### src/rtl/mcp300x_scanner.sv
`default_nettype none
// ============================================================================
// mcp300x_scanner : round-robin channel scanner for an MCP300x converter core
// Revision        : 1.0
// ============================================================================
module mcp300x_scanner #(
    parameter int CLK_DIV = 4,
    parameter int TIMEOUT = 1023
) (
    input  logic       clk_i,
    input  logic       rst_i,
    input  logic       run_i,
    input  logic [7:0] ch_mask_i,
    input  logic       single_i,
    output logic       ena_o,
    output logic       start_o,
    output logic [2:0] chn_o,
    output logic       single_o,
    input  logic       busy_i,
    input  logic       eoc_i,
    input  logic [9:0] data_i,
    input  logic [2:0] rd_chn_i,
    output logic [9:0] rd_data_o,
    output logic [7:0] valid_o,
    output logic       scan_done_o,
    output logic       err_o
);
    localparam logic [7:0]  DIV_LAST = 8'(CLK_DIV - 1);
    localparam logic [15:0] TMO_LAST = 16'(TIMEOUT - 1);

    typedef enum logic [1:0] {
        S_IDLE     = 2'd0,
        S_START    = 2'd1,
        S_WAIT_EOC = 2'd2,
        S_NEXT     = 2'd3
    } state_t;

    state_t      state_q;
    logic [7:0]  div_q;
    logic        ena_q;
    logic [15:0] tmo_q;
    logic [2:0]  ptr_q;
    logic [2:0]  chn_q;
    logic        single_q;
    logic        start_q;
    logic        scan_done_q;
    logic        err_q;
    logic [7:0]  valid_q;
    logic [9:0]  data_q [8];

    logic        sel_found_d;
    logic [2:0]  sel_chn_d;
    logic [7:0]  upper_mask_d;
    logic        wrap_d;

    // Lowest enabled channel at or after the pointer, wrapping past 7 to 0.
    always_comb begin
        sel_found_d = 1'b0;
        sel_chn_d   = 3'd0;
        for (int i = 0; i < 8; i++) begin
            if (!sel_found_d && ch_mask_i[3'(ptr_q + 3'(i))]) begin
                sel_found_d = 1'b1;
                sel_chn_d   = 3'(ptr_q + 3'(i));
            end
        end
    end

    // Channels strictly above chn_q; empty for channel 7 since 2<<7 wraps to 0.
    assign upper_mask_d = ~((8'd2 << chn_q) - 8'd1);
    assign wrap_d       = (ch_mask_i & upper_mask_d) == 8'd0;

    always_ff @(posedge clk_i) begin
        if (rst_i) begin
            state_q     <= S_IDLE;
            div_q       <= 8'd0;
            ena_q       <= 1'b0;
            tmo_q       <= 16'd0;
            ptr_q       <= 3'd0;
            chn_q       <= 3'd0;
            single_q    <= 1'b0;
            start_q     <= 1'b0;
            scan_done_q <= 1'b0;
            err_q       <= 1'b0;
            valid_q     <= 8'd0;
            for (int n = 0; n < 8; n++) begin
                data_q[n] <= 10'd0;
            end
        end else begin
            div_q       <= (div_q == DIV_LAST) ? 8'd0 : div_q + 8'd1;
            ena_q       <= (div_q == DIV_LAST);
            scan_done_q <= 1'b0;

            case (state_q)
                S_IDLE: begin
                    if (run_i && sel_found_d) begin
                        chn_q    <= sel_chn_d;
                        single_q <= single_i;
                        start_q  <= 1'b1;
                        tmo_q    <= 16'd0;
                        state_q  <= S_START;
                    end
                end
                S_START: begin
                    tmo_q <= tmo_q + 16'd1;
                    if (tmo_q >= TMO_LAST) begin
                        err_q   <= 1'b1;
                        start_q <= 1'b0;
                        ptr_q   <= chn_q + 3'd1;
                        state_q <= S_IDLE;
                    end else if (busy_i) begin
                        start_q <= 1'b0;
                        state_q <= S_WAIT_EOC;
                    end
                end
                S_WAIT_EOC: begin
                    tmo_q <= tmo_q + 16'd1;
                    if (eoc_i) begin
                        data_q[chn_q]  <= data_i;
                        valid_q[chn_q] <= 1'b1;
                        scan_done_q    <= wrap_d;
                        state_q        <= S_NEXT;
                    end else if (tmo_q >= TMO_LAST) begin
                        err_q   <= 1'b1;
                        start_q <= 1'b0;
                        ptr_q   <= chn_q + 3'd1;
                        state_q <= S_IDLE;
                    end
                end
                S_NEXT: begin
                    ptr_q   <= chn_q + 3'd1;
                    state_q <= S_IDLE;
                end
                default: begin
                    state_q <= S_IDLE;
                end
            endcase
        end
    end

    assign ena_o       = ena_q;
    assign start_o     = start_q;
    assign chn_o       = chn_q;
    assign single_o    = single_q;
    assign scan_done_o = scan_done_q;
    assign err_o       = err_q;
    assign valid_o     = valid_q;
    assign rd_data_o   = data_q[rd_chn_i];

endmodule
`default_nettype wire

### config.mk
export PLATFORM = sky130hd
export DESIGN_NAME = mcp300x_scanner
export DESIGN_NICKNAME = d
export VERILOG_FILES = /design/src/rtl/mcp300x_scanner.sv
export SDC_FILE = /design/constraint.sdc
export NUM_CORES = 1
export LEC_CHECK = 0
export CAP_MARGIN = 25
export CORE_ASPECT_RATIO = 1.5
export CORE_UTILIZATION = 50
export DETAILED_ROUTE_END_ITERATION = 6
export HOLD_SLACK_MARGIN = 0.15
export PLACE_DENSITY = 0.66
export REMOVE_ABC_BUFFERS = 1
export SLEW_MARGIN = 30
export SYNTH_ARGS = -nofsm -noshare
export SYNTH_HDL_FRONTEND = slang
export SYNTH_SLANG_ARGS = --single-unit
### constraint.sdc
create_clock -name clk_i -period 5.5 [get_ports clk_i]
set_input_delay 1.1 -clock clk_i [delete_from_list [all_inputs] [get_ports clk_i]]
set_output_delay 1.1 -clock clk_i [all_outputs]
set_load 0.005 [all_outputs]
== Yosys cells after proc, flatten, opt, wreduce, memory -nomap -nowiden ==
Memory sizes are Yosys's and may differ from the RTL's.
Cells that the tools add are included.

* Memories: 1
* Memory bits (writable): 80
* Register bits: 45
* Output and inout port bits: 26

{| class="wikitable"
|+ Memory list
! name !! depth !! width !! rd ports !! clocked after Yosys merged registers in !! wr ports !! RTL line !! RTL
|-
| data_q || 8 || 10 || 1 || 0 || 8 || 49 || <nowiki>logic [9:0] data_q [8];</nowiki>
|}

* Shifts and indexed selects: 1
* Bitwise logic cells: 5
* Magnitude comparators: 11
* Add/sub/neg operators: 11
* Reduce and logical (&&, ||, !) cells: 33
* Multiplexer cells: 63
* Eq/ne operators: 9

{| class="wikitable"
|+ Operators by type and width
! kind !! number
|-
| $lt A3 B4 Y1 const B || 9
|-
| $mux W3 || 11
|-
| $pmux W16 S2 || 1
|-
| $mux W1 || 31
|-
| $bmux W1 S3 || 8
|-
| $add A16 B1 Y16 const B || 1
|-
| $ge A16 B10 Y1 const B || 1
|-
| $mux W16 || 1
|-
| $add A3 B3 Y3 const B || 4
|-
| $mux W10 || 1
|-
| $mux W2 || 5
|-
| $reduce_and A2 Y1 || 5
|-
| $reduce_or A10 Y1 || 1
|-
| $logic_and A1 B1 Y1 || 9
|-
| $pmux W3 S3 || 1
|-
| $add A8 B1 Y8 const B || 1
|-
| $and A8 B8 Y8 || 1
|-
| $eq A8 B2 Y1 const B || 1
|-
| $logic_not A8 Y1 || 1
|-
| $not A8 Y8 || 1
|-
| $or A8 B8 Y8 || 1
|-
| $pmux W2 S4 || 1
|-
| $shl A2 B3 Y8 const A || 1
|-
| $sub A8 B1 Y8 const B || 1
|-
| 19 further kinds || 35
|}

== Depth between registers and ports, before layout ==
Gate-level depths: netlist of the first run.

* Depth in word-level cells: 27
* Depth in mapped cells: 12
* Mapped depth without buffers: 10

== Least setup slack after synthesis of the first run ==
Ideal clock, no wire load.

* Kind: input-to-output
* Start: input rd_chn_i[0]
* End: output rd_data_o[0]
* Cell stages on the path: 3
* Arrival: 2.445 ns
* Path buffers: 1
* Data required time: 4.400 ns
* Slack: 1.955 ns
* Cell sequence: clkbuf_1 -> mux4_2 -> mux2_2

* Longest elaborated chain between the ends: 1

{| class="wikitable"
|+ RTL lines
! element !! RTL line !! RTL
|-
| start, declared || 22 || <nowiki>input logic [2:0] rd_chn_i,</nowiki>
|-
| $mem_v2 Z8 W10 || -- ||
|-
| end, declared || 23 || <nowiki>output logic [9:0] rd_data_o,</nowiki>
|}

Every way passes these cells.

== Worst setup path after layout of the first run ==
* Start: input rd_chn_i[1]
* End: output rd_data_o[5]

Same word-level chain as after synthesis.

==> metrics.md, run 1 <==
| Metric | Value |
|---|---|
| Outcome | completed |
| Worst path slowest cell | clkdlybuf4s50_1 |
| Routed wire length | 15,600 um |
| Tot GR Track Use | 23.8% |
| FF-to-FF setup slack | 1.64 ns |
| Max Slew Vio Count | 0 |
| First-pass GRT wire length | 25,000 um |
| Type of origin of the critical path | primary input |
| Die W | 97.0 um |
| Primary FF master, synth | edfxtp_1 |
| CTS Sinks | 125 |
| Layout cells sized above 1 | 16.5% |
| Final min period | 4.39 ns |
| Ant. Diodes | 0 |
| P&R area growth vs syn | 18.8% |
| Drt first pass iters | 4 |
| Core Area | 0.0131 sq mm |
| P per Cell Area | 308 mW/mm^2 |
| Peak VDD IR | 0.000196 V |
| Grt ovf | 0 |
| Hold_buf cts | 0 |
| RSZ-0062 raised after global routing | no |
| Yosys warns | 0 |
| FMAX | 228 MHz |
| H-Tree Depth | 4 |
| Antenna violations before repair | 0 |
| Endpoint class of the critical path | output pin |
| 1st-iter DRT viols | 281 |
| Final nets | 671 |
| Post-CTS Setup Repair Bufs | 0 |
| Post-DP Area | 0.00743 sq mm |
| Final setup violation count | 0 |
| Vias in the first global route | 4,812 |
| Synth top area cells | edfxtp_1, dfxtp_1, mux4_2 |
| Arrival @ worst endpoint | 3.29 ns |
| Cts repair resizes | 0 |
| Setup TNS | 0 ns |
| Tot Pwr | 2.48 mW |
| Critical Path RT | 4.40 ns |
| DRC errors left | 0 |
| CTS buffer count | 17 |
| Post-Syn Instances | 571 |
| #FFs+latches synth | 125 |
| Util after Layout | 61.4% |
| Sequential share of the synthesized area | 48.8% |
| Synth Cell Area | 0.00676 sq mm |
| Row Count | 51 |
| Syn_area_per_cell | 11.8 sq um |
| Final ANT Viol Nets | 0 |
| Die area | 0.0140 sq mm |
| Pin count of the biggest net entering global routing | 23 |
| Crit Path Max Fanout | 20 |
| Clk_lat worst skew | 0.41 ns |
| Crit path top cell by count | clkdlybuf4s50_1 |
| WS Path Type | in2out |
| Post-DP HPWL | 11,500 um |
| # IOs | 53 |
| Clock root buffer | clkbuf_16 |
| Post-route design area | 0.00804 sq mm |
| Clk buf depth | 2 |
| Share of Yosys cell area claimed by the top area cell type | 35.5% |
| Max-cap violations | 0 |
| Final hold violation count | 0 |
| Number of synthesized flops with an enable pin | 80 |
| Crit path cell chain | clkdlybuf4s50_1, mux4_2, mux2_2, clkdlybuf4s50_1 |
| Clk slew on worst S/H paths | 0.05 ns |
| Initial core utilization | 51.7% |
| Hold Slack | 0.458 ns |
| Slew HR | 43.1% |
| Worst stage delay on the critical path | 1.03 ns |
| Clk_skew | 0.00761 ns |
| Hold Path Class | reg2reg |
| Wire length per cell | 19.5 um |
| Actual slew at the worst max-slew pin | 0.851 ns |
| Count leader, synth | and2_1 |
| Unique masters post-synth | 72 |
| Leakage | 3.03 nW |
| Die height | 144 um |
| TritonCTS clock tree | done |
| Final worst-path cycle share | 79.7% |
| Cell taking the most area after synthesis | edfxtp_1 |
| IO buf count | 52 |
| GPL Wtd Cong | 0.879 |
| Vias/cell | 5.83 |
| Via count | 4,664 |
| Asr flop ratio synth | 0% |
| Synth top cells by count | and2_1, edfxtp_1, dfxtp_1 |
==> metrics by stage <==
stage / worst slack (ns) / std cells
2_1_floorplan: 1.90 / 546
3_3_place_gp: 1.14 / 768
3_5_place_dp: 1.12 / 768
4_1_cts: 1.11 / 800
5_1_grt: 1.01 / 800
6_report: 1.11 / 800
==> logic make-up (layout without fill, tap and decap cells) <==
logic type,Yosys count,after routing,synth area share [%]
flops,125,125,48.8
mux,55,55,14.9
xor+xnor,16,16,2.07
simple gates,215,215,17.7
buf+inv,43,113,3.05
fa+ha+maj,16,16,2.96
compound gates,101,101,10.6
==> final cells by class <==
class	instances	area, sq um
Clock buffer	17	425
Clock inverter	15	185
Fill cell	1032	5040
Inverter	18	67.6
Multi-Input combinational cell	403	3250
Sequential cell	125	3300
Tap cell	159	199
Timing Repair Buffer	63	603
==> power breakdown <==
group,internal [mW],switching (mW)
Combinational,0.134,0.146
Clock,0.720,0.424
Sequential,1.03,0.0242
Total,1.88,0.594
==> cell usage in the layout, fill, tap and decap left out, drive strengths merged, types with 4 or more instances in the layout <==
| cell type | Yosys | routed |
|---|---|---|
| a211oi | 5 | 5 |
| a21o | 9 | 9 |
| a21oi | 27 | 27 |
| and2 | 85 | 85 |
| and3 | 7 | 7 |
| buf | 6 | 11 |
| clkbuf | 19 | 17 |
| clkdlybuf4s50 | 0 | 52 |
| clkinv | 1 | 6 |
| dfxtp | 45 | 45 |
| edfxtp | 80 | 80 |
| ha | 16 | 16 |
| inv | 17 | 22 |
| mux2 | 16 | 16 |
| mux2i | 8 | 8 |
| mux4 | 31 | 31 |
| nand2 | 29 | 29 |
| nand3 | 14 | 14 |
| nand3b | 4 | 4 |
| nor2 | 36 | 36 |
| nor2b | 5 | 5 |
| nor3 | 9 | 9 |
| nor3b | 5 | 5 |
| o21ai | 26 | 26 |
| or2 | 4 | 4 |
| or3 | 6 | 6 |
| xnor2 | 7 | 7 |
| xor2 | 9 | 9 |
==> layer usage <==
metal	share of wire (%)	vias up	GRT usage, %	wire length (um)
met5	0	-	0	0
met4	3.4	0	11.3	529
met3	3.6	31	4.93	569
met2	56	119	47.1	8800
met1	37	2290	23.2	5740
li1	-	2224	-	-
==> registers in the layout, indices dropped and copies added, names as in the netlist <==
register	cells
chn_o	3
scan_done_o	1
ptr_q	3
tmo_q	16
state_q	2
data_q	80
valid_o	8
div_q	8
err_o	1
start_o	1
single_o	1
ena_o	1
==> worst max-delay path, delay by kind of cell <==
family / cells / cell delay, ns
buffers and inverters: 2 / 1.49
muxes: 2 / 0.70
==> worst paths after layout <==
kind / to / depth (start not counted) / startpoint
worst min register to register: valid_o[5]$_SDFFE_PP0P_ / 1 / valid_o[5]$_SDFFE_PP0P_
worst min-delay path: valid_o[5]$_SDFFE_PP0P_ / 1 / valid_o[5]$_SDFFE_PP0P_
worst max-delay path: rd_data_o[5] / 4 / rd_chn_i[1]
worst max register to register: tmo_q[9]$_SDFFE_PP0P_ / 9 / ptr_q[1]$_SDFFE_PP0P_
Power figures use the tool's default switching activity.
==> run 2, diff against run 1 <==
==> constraint.sdc (replaced) <==
create_clock -name clk_i -period 4.12 [get_ports clk_i]
set_input_delay 0.824 -clock clk_i [delete_from_list [all_inputs] [get_ports clk_i]]
set_output_delay 0.824 -clock clk_i [all_outputs]
set_load 0.005 [all_outputs]
==> metrics.md, run 2 (synthesized netlist as in run 1, its figures left out) <==
| Metric | Value |
|---|---|
| Pin count of the biggest net entering global routing | 22 (-4.3%) |
| Crit path top cell by count | clkdlybuf4s50_1 |
| Final nets | 675 (+0.60%) |
| Vias in the first global route | 4,777 (-0.73%) |
| Crit path cell chain | clkdlybuf4s50_1, buf_12, mux4_2, mux2_2, clkdlybuf4s50_1 |
| Crit Path Max Fanout | 20 (unchanged) |
| Worst Hold Depth | 1 (unchanged) |
| TritonCTS clock tree | done |
| Endpoint class of the critical path | output pin |
| Critical Path RT | 3.30 ns (-1.10 ns) |
| CP top delay family | buffers and inverters |
| Final min period | 3.67 ns |
| Final ANT Viol Nets | 0 (unchanged) |
| Routed wire length | 15,200 um (-2.7%) |
| Post-CTS Setup Repair Bufs | 0 (unchanged) |
| Largest regs | data_q x80, tmo_q x16 |
| Max-cap violations | 0 (unchanged) |
| Drt first pass iters | 5 (+1) |
| Crit path buf inv count | 3 (+1) |
| IO buf count | 52 (unchanged) |
| Cts repair resizes | 0 (unchanged) |
| GRT met2 Usage | 45.1% (-2.0 points) |
| Post-DP Area | 0.00747 sq mm (+0.57%) |
| Hold Path Class | reg2reg |
| Die area | 0.0140 sq mm (unchanged) |
| Row Count | 51 (unchanged) |
| Outcome | completed |
| Met3 Track Usage GR | 4.54% (-0.39 points) |
| Die W | 97.0 um (unchanged) |
| Final Worst Setup Slack | 0.455 ns (-0.660 ns) |
| Ant. Diodes | 0 (unchanged) |
| Most frequent cells in the layout | and2_1, edfxtp_1, clkdlybuf4s50_1, dfxtp_1, nor2_1 |
| RSZ-0062 raised after global routing | no |
| Pre-CTS setup slack | 0.409 ns (-0.709 ns) |
| Clk slew on worst S/H paths | 0.06 ns (about the same) |
| Via count | 4,633 (-0.66%) |
| Met1 Track Usage GR | 24.2% (+0.94 points) |
| Cells on worst reg2reg path | 9 (unchanged) |
| Core Area | 0.0131 sq mm (unchanged) |
| Reg-to-reg endpoint | tmo_q[7]$_SDFFE_PP0P_ |
| Antenna violations before repair | 0 (unchanged) |
| Critical R2R Launch | ptr_q[0]$_SDFFE_PP0P_ |
| Hold Crit Start | valid_o[5]$_SDFFE_PP0P_ |
| Layout cells sized above 1 | 17.4% (+0.83 points) |
| GPL Wtd Cong | 0.891 (+1.4%) |
| Clk_skew | 0.0105 ns (+0.00288 ns) |
| Largest register FFs | 80 (unchanged) |
| Max Slew Vio Count | 0 (unchanged) |
| Grt ovf | 0 (unchanged) |
| Final setup violation count | 0 (unchanged) |
| Vias/cell | 5.76 (-1.2%) |
| Post-route design area | 0.00808 sq mm (+0.50%) |
| First-pass GRT wire length | 24,600 um (-1.6%) |
| Leakage | 3.06 nW (+1.0%) |
| Hold Path End | valid_o[5]$_SDFFE_PP0P_ |
| Clock root buffer | clkbuf_16 |
| DRC errors left | 0 (unchanged) |
| Worst stage delay on the critical path | 0.54 ns (-0.49 ns) |
| Type of origin of the critical path | primary input |
| H-Tree Depth | 4 (unchanged) |
| Slew HR | 41.2% (-1.9 points) |
| Setup TNS | 0 ns (unchanged) |
| Arrival @ worst endpoint | 2.84 ns (-0.45 ns) |
| Final hold violation count | 0 (unchanged) |
| Peak VDD IR | 0.000282 V (+44%) |
| P per Cell Area | 409 mW/mm^2 (+33%) |
| GR peak layer | met2 |
| 1st-iter DRT viols | 204 (-27%) |
| Commonest non-fill, non-tap cell in the layout | and2_1 |
| Wire length per cell | 18.9 um (-3.2%) |
| # IOs | 53 (unchanged) |
| CTS buffer count | 17 (unchanged) |
| Actual slew at the worst max-slew pin | 0.873 ns (+0.0216 ns) |
| Post-DP HPWL | 10,700 um (-6.5%) |
| Tot GR Track Use | 22.9% (-0.85 points) |
| Final worst-path cycle share | 89.0% |
| Worst path slowest cell | mux4_2 |
| Hold Slack | 0.454 ns (-0.00430 ns) |
| Initial core utilization | 51.7% (unchanged) |
| FF-to-FF setup slack | 0.71 ns (-0.93 ns) |
| WS Path Type | in2out |
| CTS Sinks | 125 (unchanged) |
| Largest Register | data_q |
| FMAX | 273 MHz |
| P&R area growth vs syn | 19.4% |
| Clk_lat worst skew | 0.41 ns (about the same) |
| Tot Pwr | 3.30 mW (+33%) |
| Die height | 144 um (unchanged) |
| Clk buf depth | 2 (unchanged) |
| Hold_buf cts | 0 (unchanged) |
-- run 2: cell types whose count changed in the layout (fill, tap and decap cells not counted), moves of 2 or more --
cell,change
inv_6,+4
buf_4,+3
clkinv_1,-2
clkinv_4,-2
-- run 2: per-layer routing --
layer | part of all wire (%) | wire, um
met3 | 3.6 | 544
met4 | 1.2 | 183
met1 | 38 | 5850
met2 | 57 | 8630
met5 | 0 | 0
-- run 2: where the power goes --
group / switching, mW / internal (mW) / total [mW] / leakage (nW)
Combinational: 0.199 / 0.183 / 0.382 / 1.57
Clock: 0.589 / 0.931 / 1.52 / 0.298
Sequential: 0.0277 / 1.37 / 1.40 / 1.19
-- run 2: worst max-delay path by stage --
stage	cells after the start	slack, ns	endpoint	start
after detailed placement	8	0.41	tmo_q[7]$_SDFFE_PP0P_	ch_mask_i[2]
after global placement	5	0.44	rd_data_o[2]	rd_chn_i[0]
final	5	0.45	rd_data_o[2]	rd_chn_i[0]
after CTS	5	0.44	rd_data_o[0]	rd_chn_i[0]
after global routing	5	0.40	rd_data_o[0]	rd_chn_i[0]
after floorplan	9	0.52	start_o$_SDFFE_PP0P_	ptr_q[0]$_SDFFE_PP0P_
-- run 2: cell type report --
type	instances	area, sq um
fillers	997	5000
flip-flops and latches	125	3300
multi-input cells	403	3250
repair buffers	67	646
clock buffers	18	439
well taps	159	199
clock inverters	14	169
inverters	18	67.6
-- run 2: stage by stage --
stage	instances	utilization, %
finish	804	61.8
global route	804	61.8
CTS	804	61.8
global placement	772	57.1
detailed placement	772	57.1
floorplan	546	-
==> RTL change 1 (config.mk and constraints of run 2) <==
The 4 states of `state_t` get a one-hot encoding in 4 bits.
--- a/src/rtl/mcp300x_scanner.sv
+++ b/src/rtl/mcp300x_scanner.sv
@@ -30,7 +30,7 @@
 
-    typedef enum logic [1:0] {
-        S_IDLE     = 2'd0,
-        S_START    = 2'd1,
-        S_WAIT_EOC = 2'd2,
-        S_NEXT     = 2'd3
+    typedef enum logic [3:0] {
+        S_IDLE     = 4'b0001,
+        S_START    = 4'b0010,
+        S_WAIT_EOC = 4'b0100,
+        S_NEXT     = 4'b1000
     } state_t;
Behaviour: no difference found for any inputs over 4 cycles, from zero or initial values and one cycle with rst_i high; so few cycles prove little.
==> RTL change 1 against run 2 <==
- the run now ends with design-rule violations left
- wire length increased by 1.3%
- critical path depth unchanged
- sequential cell count increased by 2
- sequential share of layout area about the same
- synthesized cell count increased by 3.3%
- power decreased by 2.4%
- hold slack got worse by 0.0051 ns
- setup slack got worse by 0.0024 ns
- area after synthesis increased by 1.5%
- final area increased by 1.1%
- combinational power decreased by 24%
- critical endpoint is now rd_data_o[3]
==> RTL change 1: results (changes against run 2) <==
Finish:
- The antenna cell count is 0 (unchanged).
- The final net count is 678 (was 675).
- The filler-free cell count of the finished design is 815 (was 804).
- Largest registers ranked by flip-flop count: data_q (80), tmo_q (16) (unchanged).
- The fraction of layout cells with a size suffix above 1 is 18.1% (was 17.4%).

STA:
- The worst-case hold slack was 0.449 ns (was 0.454 ns).
- The post-route clock skew is 0.00528 ns (was 0.0105 ns).
- The worst slew slack as a fraction of its limit came to 46.5% (was 41.2%).
- The clock period minus worst slack is 3.67 ns (about the same).

Drt:
- The detailed-routing wirelength on met1 is 5.87 mm (was 5.85 mm).
- The number of detailed-routing iterations run before antenna repair was 7 (was 5).
- The routed length on met2 came to 8.68 mm (was 8.63 mm).
- The post-detailed-route DRC marker count is 8 (was 0).
- The top routing layer in use is met4 (unchanged).
- The overall routed net length came to 15.4 mm (was 15.2 mm).
- The met3 wirelength from detailed routing is 552 µm (was 544 µm).
- The number of DRC violations after detailed-routing iteration 0 is 205 (was 204).
- The via-per-instance ratio came to 5.85 (was 5.76).

Logic synthesis:
- The number of warnings printed during yosys synthesis came to 0 (unchanged).
- The count of cell types in the netlist is 60 (was 72).
- The post-synthesis average cell area came to 11.6 µm² (was 11.8 µm²).
- Most frequent cells after synthesis: 85 x and2_1, 80 x edfxtp_1, 47 x dfxtp_1, 36 x mux4_2, 35 x nand2_1 (was 84 x and2_1, 80 x edfxtp_1, 45 x dfxtp_1, 36 x nor2_1, 28 x nand2_1).
- The fraction of the yosys area taken by sequential cells came to 48.7% (was 48.8%).
- Leading post-synthesis cells by cell area: edfxtp_1 35%, dfxtp_1 14%, mux4_2 12% (was edfxtp_1 36%, dfxtp_1 13%, mux4_2 8.3%).

GRT:
- The first-pass GRT wire length is 25.4 mm (was 24.6 mm).
- The combined global-route utilization of all metal layers is 23.1% (was 22.9%).
- The via count of the first global-routing pass is 4982 (was 4777).
- The pin count of the biggest net entering global routing is 55 (was 22).

Power:
- The largest voltage drop on the vdd net came to 0.241 mV (was 0.282 mV).
- The switching share of power is 22.8% (was 24.7%).
- The leakage power of the design is 2.96 nW (was 3.06 nW).

CTS:
- The maximum root-to-sink buffer count is 2 (unchanged).

Placement:
- The HPWL after detailed placement is 10.9 mm (was 10.7 mm).
- The setup slack after placement is 0.449 ns (was 0.409 ns).
- The post-detailed-placement cell area is 7550 µm² (was 7470 µm²).
- The cell total after placement is 783 (was 772).
- The last weighted congestion value of the routability-driven placer is 0.907 (was 0.891).

Run status:
- The final reports fail on design-rule violations.
- Outcome: finished with violations (was finished clean).

Worst setup path:
- The maximum fanout encountered on the critical timing path was 20 (unchanged).
- The cell count of the worst reg-to-reg path is 10 (was 9).
- The internal reg-to-reg setup slack is 0.65 ns (was 0.71 ns).
- The data arrival time of the critical path was 2.84 ns (about the same).
## RTL change 1: final cells by class
class	instances	area, µm²
fillers	1084	5300
flip-flops and latches	127	3340
multi-input cells	410	3280
repair buffers	68	666
clock buffers	18	429
well taps	162	203
clock inverters	14	183
inverters	16	60.1
## RTL change 1: through the flow
step | utilization, % | TNS (ns)
final | 60.6 | 0
after detailed placement | 56.0 | 0
after floorplan | - | -4.22
after global routing | 60.6 | 0
after global placement | 56.0 | 0
after CTS | 60.6 | 0
## RTL change 1: logic make-up (layout without fill, tap and decap cells)
family / after synthesis / in the layout / synth area share [%]
and+or+nand+nor: 237 / 237 / 18.9
DFF: 127 / 127 / 48.7
AOI/OAI and AO/OA: 81 / 81 / 8.45
muxes: 69 / 69 / 16.9
buffers and inverters: 53 / 116 / 3.59
xor gates and xnor gates: 12 / 12 / 1.53
adders and majority gates: 11 / 11 / 2.00
## RTL change 1: power by group through the flow
stage,clock (W),sequential [W],combinational (W)
finish,0.00153,0.00140,0.000291
global route,0.00160,0.00141,0.000317
global placement,0,0.00143,0.000284
floorplan,0,0.00142,0.000156
CTS,0.00155,0.00140,0.000293
detailed placement,0,0.00143,0.000291
## RTL change 1: layer usage
metal | vias up | track usage [%]
met4 | 0 | 7.88
met5 | - | 0
met2 | 102 | 43.9
li1 | 2284 | -
met1 | 2359 | 25.6
met3 | 24 | 3.89
## RTL change 1: critical path: stages
cell and delay [ns]:
clkdlybuf4s50_1 0.52, buf_12 0.21, mux4_2 0.54, mux2_2 0.29
clkdlybuf4s50_1 0.44
## RTL change 1: final timing paths
| kind | from | to |
|---|---|---|
| setup reg to reg | ptr_q[0] | tmo_q[2] |
| hold / removal | valid_o[3] | valid_o[3] |
| setup / recovery | rd_chn_i[0] | rd_data_o[3] |
| hold reg to reg | valid_o[3] | valid_o[3] |
==> RTL change 2 (flow settings as in run 2) <==
Made on the original files. Set the parameter `TIMEOUT` to 511 (it was 1023).
--- a/src/rtl/mcp300x_scanner.sv
+++ b/src/rtl/mcp300x_scanner.sv
@@ -7,3 +7,3 @@
     parameter int CLK_DIV = 4,
-    parameter int TIMEOUT = 1023
+    parameter int TIMEOUT = 511
 ) (
Behaviour: same outputs for any inputs over 4 cycles, from zero or initial values and one cycle with rst_i high; that may be too few to reach the edited logic, so the function may still have changed.
==> RTL change 2 against run 2 <==
- power increased by 2.1%
- global-route usage increased by 0.88 points
- clock skew increased by 0.0043 ns
- count of clock-buffer cells in the layout decreased by 1
- hold slack got worse by 0.0017 ns
- setup slack improved by 0.020 ns
- critical path type unchanged
- largest power group unchanged
- combinational power increased by 27%
- synthesized cell count increased by 1.6%
- final area decreased by 0.85%
- sequential cell count unchanged
- area after synthesis decreased by 0.96%
- wire length decreased by 0.73%
==> RTL change 2: results (changes against run 2) <==
Run status:
- Outcome: finished clean (unchanged).

Finish:
- The data-path buffer share of cell area in the final layout is 8.53% (was 7.99%).
- The count of non-CTS inverters in the layout was 21 (was 18).
- The count of sequential standard cells is 125 (unchanged).
- The multi-input combinational cell count is 405 (was 403).
- The clock buffer instance count of the final layout is 17 (was 18).
- The fraction of layout cells with a size suffix above 1 came to 15.1% (was 17.4%).
- The share of final layout cell area taken by clock buffers and inverters was 7.47% (was 7.53%).
- The number of buffers outside the clock class in the layout is 72 (was 67).
- The number of fillers in the final layout came to 1058 (was 997).
- The share of cell area taken by multi-input logic gates is 39.3% (was 40.3%).

GRT:
- The met1 demand-to-capacity share in global routing came to 27.8% (was 24.2%).
- The pin count of the biggest net entering global routing is 23 (was 22).
- The via count of the first global-routing pass is 4733 (was 4777).
- The met3 usage in global routing is 4.18% (was 4.54%).
- The first-pass GRT wire length is 24.2 mm (was 24.6 mm).
- The met2 layer usage reported by global route is 42.3% (was 45.1%).

Drt:
- The routed length on met2 is 8.19 mm (was 8.63 mm).
- The via-per-instance ratio is 5.64 (was 5.76).
- The detailed-routing wirelength on met1 came to 6.14 mm (was 5.85 mm).
- The number of DRC violations after detailed-routing iteration 0 came to 194 (was 204).

Logic synthesis:
- The XOR/XNOR share of the synthesized area is 3.14% (was 2.07%).
- The fraction of the yosys area taken by sequential cells is 49.3% (was 48.8%).
- The post-synth design cell area is 6700 µm² (was 6760 µm²).
- The complex-gate fraction of the synthesized area is 8.44% (was 10.6%).
- The multiplexer fraction of the synthesized cell area came to 14.3% (was 14.9%).
- Most frequent cells after synthesis: 83 x and2_1, 80 x edfxtp_1, 47 x nor2_1, 45 x dfxtp_1, 37 x nand2_1 (was 84 x and2_1, 80 x edfxtp_1, 45 x dfxtp_1, 36 x nor2_1, 28 x nand2_1).
- The post-synthesis share of cell area spent on full adders, half adders and majority gates came to 2.99% (was 2.96%).
- Leading post-synthesis cells by cell area: edfxtp_1 36%, dfxtp_1 13%, and2_1 7.8% (was edfxtp_1 36%, dfxtp_1 13%, mux4_2 8.3%).
- The post-synthesis average cell area came to 11.5 µm² (was 11.8 µm²).

Worst setup path:
- The reg-to-reg endpoint was chn_o[0] (was tmo_q[7]).
- The data arrival time of the critical path is 2.82 ns (was 2.84 ns).
- The internal reg-to-reg setup slack is 0.62 ns (was 0.71 ns).

Placement:
- The post-detailed-placement cell area is 7410 µm² (was 7470 µm²).
- The HPWL after detailed placement is 10.8 mm (was 10.7 mm).
- The setup slack after placement was 0.338 ns (was 0.409 ns).
- The cell total after placement is 782 (was 772).

Power:
- The largest voltage drop on the vdd net is 0.300 mV (was 0.282 mV).
- The total power density per cell area is 421 nW/µm² (was 409 nW/µm²).

CTS:
- The clock latency on the worst-skew pair was 0.43 ns (was 0.41 ns).

STA:
- The transition at the pin with the smallest max-transition slack came to 0.779 ns (was 0.873 ns).
- The post-route clock skew is 0.0148 ns (was 0.0105 ns).
- The worst-case hold slack is 0.452 ns (was 0.454 ns).

Hold path:
- The end of the worst hold path is valid_o[6] (was valid_o[5]).
-- RTL change 2: cell types whose count changed after synthesis, sizes merged, moves of 4 or more --
cell	run 2	this run
nor2	36	47
or3	6	2
o21ai	26	18
nand2	29	37
clkbuf	19	24
nor3b	5	0
a21oi	27	19
xor2	9	16
nand3	14	20
-- RTL change 2: worst max-delay path by stage --
stage                    to  slack, ns  depth (start not counted)
2_1_floorplan     tmo_q[15]       0.45                          9
3_3_place_gp       chn_o[0]       0.39                          8
3_5_place_dp      tmo_q[10]       0.34                          8
4_1_cts        rd_data_o[4]       0.46                          5
5_1_grt            chn_o[0]       0.37                          9
6_report       rd_data_o[6]       0.47                          5
-- RTL change 2: worst max-delay path: stages --
cell             delay, ns
clkdlybuf4s50_1       0.52
buf_12                0.21
mux4_2                0.53
mux2_2                0.27
clkdlybuf4s50_1       0.45
